[config.mk]
export PLATFORM = sky130hd
export DESIGN_NAME = pid_controller
export DESIGN_NICKNAME = d
export VERILOG_FILES = /design/src/rtl/pid_controller.sv
export SDC_FILE = /design/constraint.sdc
export NUM_CORES = 2
export LEC_CHECK = 0
export ABC_AREA = 1
export CAP_MARGIN = 0
export CELL_PAD_IN_SITES_DETAIL_PLACEMENT = 0
export CELL_PAD_IN_SITES_GLOBAL_PLACEMENT = 2
export CORE_MARGIN = 8
export CORE_UTILIZATION = 42
export CTS_CLUSTER_DIAMETER = 100
export DETAILED_ROUTE_END_ITERATION = 8
export PLACE_DENSITY = 0.92
export SYNTH_ARGS = -nofsm -noshare
export SYNTH_HDL_FRONTEND = slang
export SYNTH_SLANG_ARGS = --single-unit
[constraint.sdc]
create_clock -name clk -period 12.6 [get_ports clk]
set_clock_uncertainty 0.1 [all_clocks]
set_input_delay 1.89 -clock clk [delete_from_list [all_inputs] [get_ports clk]]
set_output_delay 1.89 -clock clk [all_outputs]
set_load 0.03 [all_outputs]
[src/rtl/pid_controller.sv]
// Fixed-point discrete PID controller.
// Three-stage pipeline: error, gain products, saturating integrate/sum.
module pid_controller #(
   parameter int DATA_WIDTH = 14
) (
   input  logic                           clk,
   input  logic                           rst,
   input  logic signed [DATA_WIDTH-1:0]   data_in,
   input  logic signed [DATA_WIDTH-1:0]   set_point,
   input  logic signed [DATA_WIDTH-1:0]   p_coef,
   input  logic signed [DATA_WIDTH-1:0]   i_coef,
   input  logic signed [DATA_WIDTH-1:0]   d_coef,
   output logic signed [2*DATA_WIDTH:0]   data_out
);

   localparam int W  = DATA_WIDTH;
   localparam int EW = W + 1;
   localparam int FW = W + 2;
   localparam int OW = 2 * W + 1;
   localparam int DW = 2 * W + 2;
   localparam int SW = 2 * W + 3;

   localparam logic signed [SW-1:0] MAX_V = {{3{1'b0}}, {(2*W){1'b1}}};
   localparam logic signed [SW-1:0] MIN_V = {{3{1'b1}}, {(2*W){1'b0}}};

   function automatic logic signed [OW-1:0] sat(
      input logic signed [SW-1:0] x
   );
      if (x > MAX_V) begin
         sat = MAX_V[OW-1:0];
      end else if (x < MIN_V) begin
         sat = MIN_V[OW-1:0];
      end else begin
         sat = x[OW-1:0];
      end
   endfunction

   logic signed [EW-1:0] error_q = '0;
   logic signed [EW-1:0] prev_q = '0;
   logic signed [OW-1:0] p_prod_q = '0;
   logic signed [OW-1:0] i_prod_q = '0;
   logic signed [DW-1:0] d_prod_q = '0;
   logic signed [OW-1:0] integ_q = '0;
   logic signed [OW-1:0] data_out_q = '0;

   logic signed [EW-1:0] error_d;
   logic signed [EW-1:0] prev_d;
   logic signed [OW-1:0] p_prod_d;
   logic signed [OW-1:0] i_prod_d;
   logic signed [DW-1:0] d_prod_d;
   logic signed [OW-1:0] integ_d;
   logic signed [OW-1:0] data_out_d;

   logic signed [FW-1:0] diff;
   logic signed [OW-1:0] e_ext;
   logic signed [OW-1:0] pc_ext;
   logic signed [OW-1:0] ic_ext;
   logic signed [DW-1:0] dc_ext;
   logic signed [DW-1:0] diff_ext;
   logic signed [SW-1:0] int_sum;
   logic signed [SW-1:0] out_sum;

   always_comb begin
      error_d = {set_point[W-1], set_point} - {data_in[W-1], data_in};
      prev_d  = error_q;

      // operands widened first so every product is exact
      e_ext    = {{(OW-EW){error_q[EW-1]}}, error_q};
      pc_ext   = {{(OW-W){p_coef[W-1]}}, p_coef};
      ic_ext   = {{(OW-W){i_coef[W-1]}}, i_coef};
      diff     = {error_q[EW-1], error_q} - {prev_q[EW-1], prev_q};
      diff_ext = {{(DW-FW){diff[FW-1]}}, diff};
      dc_ext   = {{(DW-W){d_coef[W-1]}}, d_coef};

      p_prod_d = pc_ext * e_ext;
      i_prod_d = ic_ext * e_ext;
      d_prod_d = dc_ext * diff_ext;

      int_sum = {{2{integ_q[OW-1]}}, integ_q}
              + {{2{i_prod_q[OW-1]}}, i_prod_q};
      integ_d = sat(int_sum);

      out_sum = {{2{p_prod_q[OW-1]}}, p_prod_q}
              + {{2{integ_d[OW-1]}}, integ_d}
              + {d_prod_q[DW-1], d_prod_q};
      data_out_d = sat(out_sum);
   end

   always_ff @(posedge clk) begin
      if (rst) begin
         error_q    <= '0;
         prev_q     <= '0;
         p_prod_q   <= '0;
         i_prod_q   <= '0;
         d_prod_q   <= '0;
         integ_q    <= '0;
         data_out_q <= '0;
      end else begin
         error_q    <= error_d;
         prev_q     <= prev_d;
         p_prod_q   <= p_prod_d;
         i_prod_q   <= i_prod_d;
         d_prod_q   <= d_prod_d;
         integ_q    <= integ_d;
         data_out_q <= data_out_d;
      end
   end

   assign data_out = data_out_q;

endmodule

### Word-level counts from Yosys, hierarchy flattened

Index checks and enable logic that the tools add are counted.

* register bits: 176
* bits in latches: 0
* memory bits (writable): 0
* bits in read-only memories: 0
* input bits: 72
* output and inout bits: 29
* word-level logic and storage cells: 25
* memories: 0

* $add $sub $neg: 5
* multipliers: 3
* div/mod/pow operators: 0
* $lt $le $gt $ge: 4
* equal/unequal tests: 0
* shift-type cells: 0
* mux-type cells: 4
* bitwise gates (word level): 0
* reductions and logical operators: 1

Operator list (count)
* $mux W29: 3
* $add A29 B29 Y30: 2
* $mul A14 B15 Y29: 2
* $add A30 B30 Y31: 1
* $gt A31 B29 Y1 const B: 1
* $lt A31 B29 Y1 const B: 1
* $gt A30 B29 Y1 const B: 1
* $lt A30 B29 Y1 const B: 1
* $mul A14 B16 Y30: 1
* $mux W28: 1
* $sub A15 B15 Y16: 1
* $sub A14 B14 Y15: 1
* $reduce_or A2 Y1: 1

### Longest topological paths before layout

* depth in word-level cells: 9
* mapped depth: 39
* gate-level depth less buffers: 37

### Least setup slack after synthesis

Ideal clock, no wire load.

* path type: input to register
* start: input d_coef[5]
* end: register d_prod_q[29]
* library setup time: 113 ps
* arrival time: 6734 ps
* data required time: 12387 ps
* setup slack: 5653 ps
* stages: 21
* path buffers: 1
* cells stage by stage: clkbuf_1 -> nand2_1 -> fa_1 -> inv_1 -> fa_1 -> inv_1 -> fa_1 -> fa_1 -> fa_1 -> inv_1 -> fa_1 -> ha_1 -> inv_1 -> nor3_1 -> inv_1 -> o21ai_0 -> a21oi_1 -> o211ai_1 -> nand2_1 -> nand2_1 -> nor2_1

* cells in the longest elaborated chain, start to end: 1

Ends and longest elaborated chain
* from (decl): line 12 `input logic signed [DATA_WIDTH-1:0] d_coef,`
* $mul A14 B16 Y30: line 77 `d_prod_d = dc_ext * diff_ext;`
* to (signal assigned): line 103 `d_prod_q <= d_prod_d;`
* to (decl): line 42 `logic signed [DW-1:0] d_prod_q = '0;`

Every way passes these cells.
A chain may end at the register's enable or synchronous reset.

### Worst setup path in the final report

* start: register error_q[0]
* end: register d_prod_q[26]

* cells in the longest elaborated chain, start to end: 2

Ends and longest elaborated chain
* from (decl): line 38 `logic signed [EW-1:0] error_q = '0;`
* from (signal assigned): line 99 `error_q <= error_d;`
* $sub A15 B15 Y16: line 71 `diff = {error_q[EW-1], error_q} - {prev_q[EW-1], prev_q};`
* $mul A14 B16 Y30: line 77

Every way passes these cells.

==> qor_table.md <==
| Step | Item | Value |
|:---|:---|:---|
| cells and area | Fraction of layout instances using a drive strength above 1 | 0.0290 |
| worst hold path | Hold crit path type | flop to flop |
| synth | Post-synthesis sequential element count | 176 |
| global routing | Overall track demand over capacity in global routing | 0.218 |
| setup path | Critical path destination | d_prod_q[26]$_SDFF_PP0_ |
| synth | Library cell with the highest instance count after synthesis | nand2_1 |
| placed design | Final weighted congestion in routability-driven placement | 0.904 |
| floorplanning | DIE WIDTH | 306 µm |
| detailed routing | Routed len/inst | 17.6 µm |
| timing | Highest attainable clock frequency | 122 MHz |
| setup path | Worst-case reg-to-reg path depth | 32 |
| setup path | Most frequent cell on the critical path | fa_1 |
| clock tree | CTS buffer count | 17 |
| floorplanning | Die outline area | 0.0937 mm² |
| synth | Largest cells by area after synthesis | fa_1 (38%), nand2_1 (12%), inv_1 (11%) |
| clock tree | Clock latency at the later pin of the worst-skew pair | 0.49 ns |
| cells and area | Filler cell count | 8500 |
| timing | Least-Margin Pin Slew | 0.893 ns |
| detailed routing | Wire length reported by the detailed router | 99.5 mm |
| setup path | Crit. End Element | flop |
| global routing | Largest net degree at the start of global routing | 60 |
| synth | Warnings, synthesis | 0 |
| synth | Commonest cells in the netlist | nand2_1 (1090), inv_1 (1059), fa_1 (667) |
| clock tree | Number of buffers on the longest clock path | 2 |
| detailed routing | Count of nets left with antenna violations after detail routing | 0 |
| floorplanning | Initial standard-cell utilization of the core | 0.424 |
| floorplanning | Die boundary height | 306 µm |
| setup path | Max incr delay on CP | 0.59 ns |
| placed design | DP Worst Slack | 4.10 ns |
| clock tree | Root buffer selected by CTS | clkbuf_16 |
| global routing | Number of global-route vias before repair | 29600 |
| global routing | Overall overflow remaining after global route | 0 |
| setup path | Reg-to-reg setup timing slack | 4.41 ns |
| outcome | Result of the run | completed |
| clock tree | Clk sink count | 176 |
| floorplanning | Cell row count | 106 |
| synth | Syn Area/Cell | 7.76 µm² |
| timing | Fin Setup TNS | 0 ns |
| clock tree | Setup repair bufs after CTS | 0 |
| timing | Slack of the critical path | 4.41 ns |
| cells and area | Area of all placed cells without fillers | 0.0379 mm² |
| setup path | Max stage delay cell, worst path | xnor2_2 |
| detailed routing | Starting DRT DRC Count | 1796 |
| setup path | Required time worst endpoint | 12.87 ns |
| clock tree | Clock Pin Slew Worst Setup and Hold Paths | 0.09 ns |
| clock tree | Hold bufs inserted after CTS | 0 |
| synth | Post-Synthesis Cells | 4555 |
| setup path | Data arrival time of the critical path | 8.47 ns |
| timing | Unrepaired setup endpoints after global routing | no |
| synth | Post-synthesis sequential area ratio | 0.0997 |
| clock tree | CTS tree | yes |
| setup path | CP startpoint kind | flop |
| timing | Final hold violations | 0 |
| cells and area | Multi-input gate area | 0.0272 mm² |
| timing | Final period utilization | 0.650 |
| synth | Main synth FF type | dfxtp_1 |
| setup path | Start of the worst register-to-register path | error_q[0]$_SDFF_PP0_ |
| synth | Count of flip-flops with a built-in enable after synthesis | 0 |
| placed design | Detailed placement HPWL | 83.2 mm |
| global routing | First-pass GRT wire length | 162 mm |
| synth | Cell area after synthesis | 0.0353 mm² |
| detailed routing | Mean number of vias per cell | 5.00 |
| clock tree | H-tree levels | 4 |
| synth | Post-synth net total | 5590 |
| setup path | End of the worst register-to-register path | d_prod_q[26]$_SDFF_PP0_ |
| synth | Share of the synthesized area in the top cell type | 0.378 |
| timing | Max-slew violations | 0 |
| synth | Library cell occupying the most area in the post-synthesis netlist | fa_1 |
| cells and area | Area taken by flip-flops and latches | 0.00353 mm² |
| floorplanning | I/O pin total | 101 |
| cells and area | Total number of nets in the final design | 5604 |
| detailed routing | Detailed-route DRC error count | 0 |
| setup path | Launching element of the worst setup path | error_q[0]$_SDFF_PP0_ |
| detailed routing | 1st-pass router iterations | 5 |
| floorplanning | Standard cell core area | 0.0834 mm² |
| clock tree | Post-cts gate resize count | 0 |
| placed design | Input/output buffers | 100 |
| setup path | Largest fanout of any net on the critical path | 27 |
| run | Max Cap Viol | 0 |
| timing | Final critical path time including I/O delays and setup | 8.19 ns |
| timing | Number of failing setup endpoints in the final timing report | 0 |
| cells and area | Syn-to-layout area delta | 7.28% |
| synth | Synth unique cells | 51 |
| detailed routing | Vias | 28300 |
| setup path | Category of the critical setup timing path | flop to flop |
| placed design | Placement-stage cell area | 0.0373 mm² |
| timing | Slew margin rel. | 0.404 |
| global routing | Number of antenna violations at the first check in global routing | 2 |
| synth | Share of synthesized flip-flops with an asynchronous set or reset | 0 |
## metal layers
layer  vias to the layer above  global-route usage  wire, µm
met5                         -                   0         0
met4                         0              0.0644      2760
met3                       121              0.0375      5610
met2                       687               0.336     43100
met1                     13900               0.312     48000
li1                      13700                   -         -
## how the worst min path moves through the flow
stage	startpoint	endpoint	slack [ns]	cells after the start
2_1_floorplan	prev_q[0]$_SDFF_PP0_	d_prod_q[0]$_SDFF_PP0_	0.45	2
3_3_place_gp	integ_q[0]$_SDFF_PP0_	integ_q[0]$_SDFF_PP0_	0.51	3
3_5_place_dp	integ_q[0]$_SDFF_PP0_	integ_q[0]$_SDFF_PP0_	0.53	3
4_1_cts	integ_q[0]$_SDFF_PP0_	integ_q[0]$_SDFF_PP0_	0.55	3
5_1_grt	integ_q[0]$_SDFF_PP0_	integ_q[0]$_SDFF_PP0_	0.58	3
6_report	integ_q[0]$_SDFF_PP0_	integ_q[0]$_SDFF_PP0_	0.54	3
## layout by cell type (no fill, tap or decap), types with 40 or more instances in the layout
cell,count
nand2_1,1090
inv_1,1058
fa_1,667
nor2_1,299
ha_1,296
a21oi_1,272
dfxtp_1,174
o21ai_0,127
nand3_1,127
clkdlybuf4s50_1,99
xnor2_1,40
## cell type report
| cell class | count | share of cell area |
|---|---|---|
| multi-input cells | 3183 | 0.718 |
| inverters | 1071 | 0.106 |
| flip-flops and latches | 176 | 0.0930 |
| well taps | 1080 | 0.0356 |
| repair buffers | 120 | 0.0303 |
| clock buffers | 17 | 0.0112 |
| clock inverters | 15 | 0.00531 |
| diodes | 1 | 0.0000660 |
## worst max-delay path: cells and delay by family, from the launching register on
kind	cells	cell delay, ns
adders and majority gates	9	3.61
AOI/OAI and AO/OA	4	0.55
xor gates and xnor gates	1	0.59
and+or+nand+nor	11	1.69
buffers and inverters	7	1.19
DFF	1	0.31
## sequential cells by signal, indices dropped and copies added (netlist names)
signal / count
prev_q: 15
p_prod_q: 29
data_out: 29
integ_q: 29
error_q: 15
i_prod_q: 29
d_prod_q: 30
## metrics by stage
| step | cells | hold WS [ns] | util |
|---|---|---|---|
| after global placement | 5630 | 0.512 | 0.447 |
| final | 5663 | 0.535 | 0.454 |
| after detailed placement | 5630 | 0.527 | 0.447 |
| after floorplan | 4555 | 0.453 | - |
| after global routing | 5663 | 0.579 | 0.454 |
| after CTS | 5662 | 0.547 | 0.454 |
## logic make-up after synthesis
logic type,count (synthesis),synth area share
flip-flops,176,0.0997
XOR/XNOR,79,0.0198
adder cells (fa/ha/maj),963,0.483
AND/OR/NAND/NOR,1631,0.187
buffers and inverters,1196,0.130
AO/OA/AOI/OAI,510,0.0810
Power is not shown: default switching activity piles up to over one toggle a cycle in this logic, so the estimate is an artifact.
